### config.mk
export PLATFORM = sky130hd
export DESIGN_NAME = instr_encoder_writer_flat
export DESIGN_NICKNAME = d
export VERILOG_FILES = /design/src/rtl/instr_encoder_writer_if.sv /design/src/rtl/instr_encoder_writer.sv /design/src/flat_wrapper.sv
export SDC_FILE = /design/constraint.sdc
export NUM_CORES = 1
export LEC_CHECK = 0
export CAP_MARGIN = 20
export CORE_MARGIN = 2
export CORE_UTILIZATION = 24
export CTS_CLUSTER_DIAMETER = 200
export DETAILED_ROUTE_END_ITERATION = 7
export GPL_TIMING_DRIVEN = 0
export HOLD_SLACK_MARGIN = 0.06
export PLACE_DENSITY = 0.54
export SYNTH_ARGS = -nofsm -noshare
export SYNTH_HDL_FRONTEND = slang
export SYNTH_SLANG_ARGS = --single-unit
export TNS_END_PERCENT = 100
### constraint.sdc
create_clock -name clk_i -period 5 [get_ports clk_i]
set_input_delay 1.5 -clock clk_i [delete_from_list [all_inputs] [get_ports clk_i]]
set_output_delay 1.5 -clock clk_i [all_outputs]
set_load 0.005 [all_outputs]
### src/rtl/instr_encoder_writer_if.sv
// Handshake + instruction-memory write bus for the instruction encoder/writer.
// master = program loader (drives ops and session pulses), slave = writer.
interface instr_encoder_writer_if #(
    parameter int ADDR_W = 6
);
    logic              start;
    logic              finish;
    logic              in_valid;
    logic              in_ready;
    logic [3:0]        op_sel;
    logic [4:0]        rs;
    logic [4:0]        rt;
    logic [4:0]        rd;
    logic [25:0]       imm;
    logic              wr_en;
    logic [ADDR_W-1:0] wr_addr;
    logic [31:0]       wr_data;
    logic [ADDR_W:0]   prog_len;
    logic              done;
    logic              err;

    modport master (
        output start, finish, in_valid, op_sel, rs, rt, rd, imm,
        input  in_ready, wr_en, wr_addr, wr_data, prog_len, done, err
    );

    modport slave (
        input  start, finish, in_valid, op_sel, rs, rt, rd, imm,
        output in_ready, wr_en, wr_addr, wr_data, prog_len, done, err
    );
endinterface

### src/rtl/instr_encoder_writer.sv
// Encodes symbolic ops into MIPS words and writes them sequentially into
// instruction memory, one registered write per accepted legal op.
module instr_encoder_writer #(
    parameter int ADDR_W = 6,
    parameter int DEPTH  = 64
) (
    input  logic                    clk_i,
    input  logic                    reset_i,
    instr_encoder_writer_if.slave   bus_io
);
    localparam logic [1:0] ST_IDLE = 2'd0;
    localparam logic [1:0] ST_RUN  = 2'd1;
    localparam logic [1:0] ST_DONE = 2'd2;

    localparam logic [ADDR_W:0] DEPTH_L = (ADDR_W+1)'(DEPTH);

    logic [1:0]        state_q,    state_d;
    logic [ADDR_W:0]   prog_len_q, prog_len_d;
    logic              wr_en_q,    wr_en_d;
    logic [ADDR_W-1:0] wr_addr_q,  wr_addr_d;
    logic [31:0]       wr_data_q,  wr_data_d;
    logic              err_q,      err_d;

    logic              accept;
    logic              enc_legal;
    logic [31:0]       enc_word;
    logic [ADDR_W:0]   len_inc;

    assign bus_io.in_ready = (state_q == ST_RUN);
    assign bus_io.done     = (state_q == ST_DONE);
    assign bus_io.wr_en    = wr_en_q;
    assign bus_io.wr_addr  = wr_addr_q;
    assign bus_io.wr_data  = wr_data_q;
    assign bus_io.prog_len = prog_len_q;
    assign bus_io.err      = err_q;

    // Session pulses take the cycle: an op presented alongside them is dropped.
    assign accept  = bus_io.in_valid && bus_io.in_ready && !bus_io.start && !bus_io.finish;
    assign len_inc = prog_len_q + 1'b1;

    always_comb begin
        enc_legal = 1'b1;
        enc_word  = '0;
        case (bus_io.op_sel)
            4'd0:  enc_word = {6'h00, bus_io.rs, bus_io.rt, bus_io.rd, 5'd0, 6'h20};
            4'd1:  enc_word = {6'h00, bus_io.rs, bus_io.rt, bus_io.rd, 5'd0, 6'h22};
            4'd2:  enc_word = {6'h00, bus_io.rs, bus_io.rt, bus_io.rd, 5'd0, 6'h24};
            4'd3:  enc_word = {6'h00, bus_io.rs, bus_io.rt, bus_io.rd, 5'd0, 6'h25};
            4'd4:  enc_word = {6'h00, bus_io.rs, bus_io.rt, bus_io.rd, 5'd0, 6'h2A};
            4'd5:  enc_word = {6'h23, bus_io.rs, bus_io.rt, bus_io.imm[15:0]};
            4'd6:  enc_word = {6'h2B, bus_io.rs, bus_io.rt, bus_io.imm[15:0]};
            4'd7:  enc_word = {6'h04, bus_io.rs, bus_io.rt, bus_io.imm[15:0]};
            4'd8:  enc_word = {6'h05, bus_io.rs, bus_io.rt, bus_io.imm[15:0]};
            4'd9:  enc_word = {6'h02, bus_io.imm};
            4'd10: enc_word = {6'h08, bus_io.rs, bus_io.rt, bus_io.imm[15:0]};
            default: enc_legal = 1'b0;
        endcase
    end

    always_comb begin
        state_d    = state_q;
        prog_len_d = prog_len_q;
        wr_en_d    = 1'b0;
        wr_addr_d  = wr_addr_q;
        wr_data_d  = wr_data_q;
        err_d      = err_q;
        if (bus_io.start) begin
            state_d    = ST_RUN;
            prog_len_d = '0;
            wr_addr_d  = '0;
            err_d      = 1'b0;
        end else if (bus_io.finish) begin
            if (state_q == ST_RUN) state_d = ST_DONE;
        end else if (accept) begin
            if (enc_legal) begin
                wr_en_d    = 1'b1;
                wr_addr_d  = prog_len_q[ADDR_W-1:0];
                wr_data_d  = enc_word;
                prog_len_d = len_inc;
                // Leave RUN on the same edge so no op can target an address >= DEPTH.
                if (len_inc == DEPTH_L) state_d = ST_DONE;
            end else begin
                err_d = 1'b1;
            end
        end
    end

    always_ff @(posedge clk_i) begin
        if (reset_i) begin
            state_q    <= ST_IDLE;
            prog_len_q <= '0;
            wr_en_q    <= 1'b0;
            wr_addr_q  <= '0;
            wr_data_q  <= '0;
            err_q      <= 1'b0;
        end else begin
            state_q    <= state_d;
            prog_len_q <= prog_len_d;
            wr_en_q    <= wr_en_d;
            wr_addr_q  <= wr_addr_d;
            wr_data_q  <= wr_data_d;
            err_q      <= err_d;
        end
    end
endmodule

### src/flat_wrapper.sv
// flat-port wrapper written by rule: the top's interface ports become plain ports
module instr_encoder_writer_flat 
#(
    parameter int ADDR_W = 6,
    parameter int DEPTH  = 64
)
  (clk_i, reset_i, bus_io_start, bus_io_finish, bus_io_in_valid, bus_io_op_sel, bus_io_rs, bus_io_rt, bus_io_rd, bus_io_imm, bus_io_in_ready, bus_io_wr_en, bus_io_wr_addr, bus_io_wr_data, bus_io_prog_len, bus_io_done, bus_io_err);
  instr_encoder_writer_if #(.ADDR_W(ADDR_W)) bus_io_i ();
  input  logic clk_i;
  input  logic reset_i;
  input wire logic [$bits(bus_io_i.start)-1:0] bus_io_start;
  input wire logic [$bits(bus_io_i.finish)-1:0] bus_io_finish;
  input wire logic [$bits(bus_io_i.in_valid)-1:0] bus_io_in_valid;
  input wire logic [$bits(bus_io_i.op_sel)-1:0] bus_io_op_sel;
  input wire logic [$bits(bus_io_i.rs)-1:0] bus_io_rs;
  input wire logic [$bits(bus_io_i.rt)-1:0] bus_io_rt;
  input wire logic [$bits(bus_io_i.rd)-1:0] bus_io_rd;
  input wire logic [$bits(bus_io_i.imm)-1:0] bus_io_imm;
  output wire logic [$bits(bus_io_i.in_ready)-1:0] bus_io_in_ready;
  output wire logic [$bits(bus_io_i.wr_en)-1:0] bus_io_wr_en;
  output wire logic [$bits(bus_io_i.wr_addr)-1:0] bus_io_wr_addr;
  output wire logic [$bits(bus_io_i.wr_data)-1:0] bus_io_wr_data;
  output wire logic [$bits(bus_io_i.prog_len)-1:0] bus_io_prog_len;
  output wire logic [$bits(bus_io_i.done)-1:0] bus_io_done;
  output wire logic [$bits(bus_io_i.err)-1:0] bus_io_err;
  assign bus_io_i.start = bus_io_start;
  assign bus_io_i.finish = bus_io_finish;
  assign bus_io_i.in_valid = bus_io_in_valid;
  assign bus_io_i.op_sel = bus_io_op_sel;
  assign bus_io_i.rs = bus_io_rs;
  assign bus_io_i.rt = bus_io_rt;
  assign bus_io_i.rd = bus_io_rd;
  assign bus_io_i.imm = bus_io_imm;
  assign bus_io_in_ready = bus_io_i.in_ready;
  assign bus_io_wr_en = bus_io_i.wr_en;
  assign bus_io_wr_addr = bus_io_i.wr_addr;
  assign bus_io_wr_data = bus_io_i.wr_data;
  assign bus_io_prog_len = bus_io_i.prog_len;
  assign bus_io_done = bus_io_i.done;
  assign bus_io_err = bus_io_i.err;
  instr_encoder_writer #(.ADDR_W(ADDR_W), .DEPTH(DEPTH)) u_core (.clk_i(clk_i), .reset_i(reset_i), .bus_io(bus_io_i));
endmodule
==> out/results.txt, run 1 <==
Final Worst Setup Slack = 1930 ps
CTS root buf = clkbuf_8
largest net degree at the start of global routing = 15
I/O Buffers = 94
CTS sink cnt = 48
Skew-Pair Late Insertion Delay = 300 ps
core footprint = 0.00973 sq mm
routed via count = 2524
PnR Total Power = 820 uW
slowest stage cell, crit path = nor3_2
R2R Setup Slk = 3270 ps
status = completed
post-synthesis mux area share = 0.416%
Worst Hold Class = reg -> reg
vias per inst = 4.78
die height = 104 um
hold_buf cts = 0
Overflow after GRT = 0
routability congestion estimate = 0.812
CP Capture Type = flop
top cell type's share of synthesized area = 40.0%
PD cells = 225 mW/mm^2
initial antenna violation count = 0
Post-Synth Simple-Gate Area = 24.2%
fraction of registers with async set or reset after synthesis = 0%
Post-synth top flop = dfxtp_1
crit path DAT = 3290 ps
crit path launch type = input port
EDFF count, synth = 0
Tot GR Track Use = 14.3%
Crit path largest cell delay = 590 ps
Leakage = 1.23 nW
largest family of logic cells by synthesized area = compound AO/OA/AOI/OAI gates
io pins = 99
syn_area_per_cell = 8.21 sq um
DRT Pass-1 Iters = 5
WL per Instance = 14.5 um
Data required, critical path = 5220 ps
max-cap violations = 0
Yosys warning total = 0
RR Endpoint = u_core.state_q[0]
worst-path cell chain = clkdlybuf4s50_1, nand2b_1, nor3_2, a221oi_1, nor3_1
Yosys reg bits = 48
clock-pin transition on the worst setup and hold timing paths = 90 ps
WS Path Type = in -> reg
leading area contributor after synthesis = dfxtp_1
Starting Density = 24.7%
Worst Path Max Fanout = 10
hold path depth = 2
Synth Area in XOR/XNOR = 1.82%
Seq/Total Area, Yosys = 40.0%
Final Slew Violations = 0
post-synthesis compound-gate area fraction = 26.3%
worst slew pin tran = 741 ps
n_diodes = 0
post-synth net total = 345
final setup fails = 0
Setup WS pre-CTS = 1620 ps
Synth Area in Adders = 1.04%
first-pass GRT wire length = 12.6 mm
DRC viols = 0
drt total wl = 7.66 mm
die area = 0.0108 sq mm
dpl hpwl = 5.89 mm
cells after synthesis = 293
DRT iter0 DRCs = 91
Final period util = 61.4%
share of layout cells above drive strength 1 = 9.37%
r2r worst-path depth = 6
H-tree depth = 2
P&R area growth vs syn = 51.3%
post-route setup TNS = 0 ps
post-CTS setup buffer count = 0
die boundary width = 104 um
remaining antenna violation count after routing = 0
FP Rows = 36
Distinct cells, synth = 51
Synth Cell Area = 0.00240 sq mm
post-CTS sizing = 0
clock skew = 8.76 ps
Nets = 446
origin of the worst min-delay path = u_core.bus_io.wr_addr[0]
Hold Vio Cnt, Final = 0
Worst R2R Start = u_core.bus_io.prog_len[0]
RSZ-0062 raised after global routing = false
cts bufs inserted = 5
vias in the first global route = 2496
CTS tree = yes
min Tclk post-route = 3070 ps
maximum VDD drop = 113 uV
FMAX = 0.326 GHz
Max Buffers Root-to-Sink = 2
hold slack final = 458 ps
hold endpoint = u_core.bus_io.wr_addr[0]
worst relative slew slack = 50.3%
synth top area cells = dfxtp_1 (40%), nor2_1 (7.2%), a221oi_1 (4.4%)
## layout by cell type, fill, tap and decap left out, drive strengths merged, types with 2 or more instances in the layout
cell type / count
a211oi: 12
a21oi: 18
a221oi: 12
a22oi: 13
a31oi: 6
and2: 3
and2b: 2
and3: 2
buf: 13
clkbuf: 18
clkdlybuf4s50: 94
dfxtp: 48
ha: 2
inv: 5
nand2: 23
nand2b: 3
nand3: 3
nand4: 3
nor2: 46
nor2b: 8
nor3: 20
nor3b: 2
o211ai: 2
o21ai: 7
o22ai: 8
or2: 3
or3: 2
xnor2: 3
xor2: 2
## final cells by class
class | instances | area [sq um]
clock buffers | 7 | 96.3
flip-flops and latches | 48 | 961
clock inverters | 1 | 30.0
repair buffers | 94 | 941
plain buffers | 24 | 128
fillers | 1033 | 6090
inverters | 5 | 18.8
multi-input cells | 216 | 1300
well taps | 133 | 166
## cell families after synthesis
| logic type | count (synthesis) |
|---|---|
| AOI/OAI and AO/OA | 87 |
| xor gates and xnor gates | 5 |
| adders and majority gates | 2 |
| buffers and inverters | 29 |
| DFF | 48 |
| muxes | 1 |
| other | 1 |
| and+or+nand+nor | 120 |
## critical path: cells and delay by family
kind / cells / cell delay, ps
AO/OA/AOI/OAI: 1 / 210
buffers and inverters: 1 / 530
AND/OR/NAND/NOR: 3 / 1040
## through the flow
step                instances  utilization (%)  cell area, sq um
floorplan                 293                -              2400
global placement          520             36.1              3510
detailed placement        520             36.1              3510
CTS                       528             37.4              3640
global route              528             37.4              3640
finish                    528             37.4              3640
## where the power goes
group	switching, mW	total, mW	internal [mW]	leakage [nW]
sequential	0.00358	0.391	0.387	0.388
clock	0.130	0.307	0.177	0.0645
combinational	0.0568	0.122	0.0651	0.783
total	0.191	0.820	0.629	1.23
## worst max path at each step
stage	to	slack [ps]	cells after the start	start
floorplan	u_core.bus_io.wr_data[13]	2410	6	bus_io_op_sel[1]
global placement	u_core.bus_io.wr_data[16]	1610	5	bus_io_op_sel[2]
detailed placement	u_core.bus_io.wr_data[17]	1620	5	bus_io_op_sel[2]
CTS	u_core.bus_io.wr_data[17]	1940	5	bus_io_op_sel[2]
global route	u_core.bus_io.wr_data[17]	1720	5	bus_io_op_sel[2]
finish	u_core.bus_io.wr_data[17]	1930	5	bus_io_op_sel[2]
## per-layer routing
| layer | GRT usage, % | wire length (um) |
|---|---|---|
| met5 | 0 | 0 |
| met1 | 18.8 | 3380 |
| met2 | 23.5 | 3730 |
| met3 | 3.63 | 476 |
| met4 | 3.57 | 74 |
## cells in the mapped netlist (4+ instances only)
master and number:
dfxtp_1 48, nor2_1 46, nor3_1 18, a211oi_1 10
buf_2 8, a31oi_1 6, a21oi_1 17, nand2_1 23
a221oi_1 12, o21ai_0 6, o22ai_1 7, clkbuf_1 10
a22oi_1 13, nor2b_1 7, inv_1 4
## sequential cells by signal (all words and copies together) (netlist names)
signal	count
u_core.bus_io.wr_en	1
u_core.bus_io.wr_addr	6
u_core.bus_io.err	1
u_core.bus_io.prog_len	7
u_core.state_q	2
u_core.bus_io.wr_data	31
Power figures use the tool's default switching activity.
==> inputs of run 2 (changes only) <==
Clock period 5 ns to 3.18 ns, I/O delays scaled along.
==> results of run 2 <==
Same layout as run 1 (identical final DEF). Status: completed.
Main changes from that run: setup slack after placement 1620 ps -> 344 ps; setup slack after layout 1930 ps -> 658 ps; register-to-register setup slack 3270 ps -> 1450 ps; total power 0.820 mW -> 1.29 mW; worst IR drop on VDD 113 uV -> 177 uV
==> inputs of run 3 (changes only) <==
Settings changed: PLACE_DENSITY 0.54 to 0.56.
Clock period 3.18 ns to 2.1 ns, I/O delays scaled along.
==> run 3 against run 2 <==
Worst hold slack improved by 4.1 ps. Core utilization up 0.37 points. Clock skew fell by 3.8 ps. Cell count unchanged. Critical path type unchanged. Critical endpoint is now u_core.bus_io.wr_data[8]. Largest cell class unchanged.
==> out/results.txt, run 3 (synthesized netlist as in run 1, its figures left out) <==
WL per Instance = 14.8 um
cell area after layout = 0.00367 sq mm
I/O Buffers = 94
Worst Path Max Fanout = 7
r2r worst-path depth = 6
FP Rows = 36
H-tree depth = 2
drt total wl = 7.80 mm
routed via count = 2528
Filler cells = 1032
RSZ-0062 raised after global routing = false
io pins = 99
Crit path depth = 6
CP Capture Type = flop
commonest non-fill, non-tap cell in the layout = clkdlybuf4s50_1
n_diodes = 0
initial antenna violation count = 0
CP bufs+invs = 1
clock skew = 4.95 ps
Final Util = 37.8%
die boundary width = 104 um
first-pass GRT wire length = 12.4 mm
max FFs per register = 31
routability congestion estimate = 0.811
Starting Density = 24.7%
DRT iter0 DRCs = 139
WS Path Type = in -> reg
cts bufs inserted = 5
Data required, critical path = 2340 ps
Worst Hold Class = reg -> reg
worst slew pin tran = 586 ps
die height = 104 um
most frequent cells in the layout = clkdlybuf4s50_1 (93), dfxtp_1 (47), nor2_1 (46), nand2_1 (23), nor3_1 (18)
family with the most delay on the worst path = simple AND/OR/NAND/NOR gates
post-route setup TNS = 0 ps
Skew-Pair Late Insertion Delay = 300 ps
DRC viols = 0
crit path DAT = 2250 ps
clock-pin transition on the worst setup and hold timing paths = 100 ps
worst relative slew slack = 60.9%
worst-path cell chain = clkdlybuf4s50_1, nor3b_4, and2_1, o21a_1, a22oi_1, nor2_1
slowest stage cell, crit path = clkdlybuf4s50_1
Max Buffers Root-to-Sink = 2
core footprint = 0.00973 sq mm
Final period util = 95.9%
vias per inst = 4.79
status = completed
PD cells = 527 mW/mm^2
Crit path largest cell delay = 490 ps
hold slack final = 462 ps
hold_buf cts = 0
Overflow after GRT = 0
Nets = 446
Hold Vio Cnt, Final = 0
Tot GR Track Use = 14.0%
crit path launch type = input port
CTS root buf = clkbuf_8
largest net degree at the start of global routing = 17
vias in the first global route = 2383
FMAX = 0.497 GHz
DRT Pass-1 Iters = 5
CTS sink cnt = 48
maximum VDD drop = 360 uV
Final Slew Violations = 0
hold path depth = 2
CTS tree = yes
max-cap violations = 0
die area = 0.0108 sq mm
placed cell areas = 0.00351 sq mm
dpl hpwl = 5.91 mm
final setup fails = 0
min Tclk post-route = 2010 ps
Leakage = 1.25 nW
P&R area growth vs syn = 52.8%
remaining antenna violation count after routing = 0
share of layout cells above drive strength 1 = 11.1%
## run 3: layer usage
metal  GRT usage (%)  up-vias  wire, um
li1                -     1264         -
met1            18.1     1173      3620
met2            23.4       86      3660
met3            3.70        5       465
met4            2.70        0        45
met5               0        -         0
## run 3: final cells by class
type / count / area, sq um / share of cell area [%]
Timing Repair Buffer: 94 / 940 / 25.6
Buffer: 24 / 131 / 3.58
Inverter: 5 / 18.8 / 0.511
Multi-Input combinational cell: 216 / 1340 / 36.5
Tap cell: 133 / 166 / 4.53
Clock buffer: 5 / 68.8 / 1.87
Sequential cell: 48 / 962 / 26.2
Clock inverter: 3 / 46.3 / 1.26
## run 3: worst paths after layout
check,start,end,slack (ps)
worst max-delay path,bus_io_in_valid,u_core.bus_io.wr_data[8],90
worst min-delay path,u_core.bus_io.wr_addr[0],u_core.bus_io.wr_addr[0],460
worst max register to register,u_core.bus_io.prog_len[0],u_core.state_q[0],360
worst min register to register,u_core.bus_io.wr_addr[0],u_core.bus_io.wr_addr[0],460
## run 3: metrics by stage
stage                     setup slack (ps)  total power [mW]  cells
after floorplan                        376              1.08    293
after global placement                -383              1.24    520
final                                 86.2              1.94    528
after detailed placement              -437              1.24    520
after global routing                  12.1              2.02    528
after CTS                             4.24              1.96    528
## run 3: worst register-to-register path, stage by stage, from the launching register on
cell     delay (ps)
dfxtp_1         490
ha_1            260
nand3_1         210
xnor2_1         220
o22ai_2         120
a41o_1          230
a21oi_1         130
## run 3: power breakdown
group          switching [mW]  total, mW  internal [mW]
logic                   0.141      0.297          0.156
registers             0.00830      0.931          0.922
clock network           0.350      0.709          0.360
total                   0.499       1.94           1.44
## run 3: repair_timing
action                     in CTS  in global routing
setup endpoints to repair      10                 12
buffers inserted                0                  0
pin swaps                       0                  2
resized for setup               4                  9
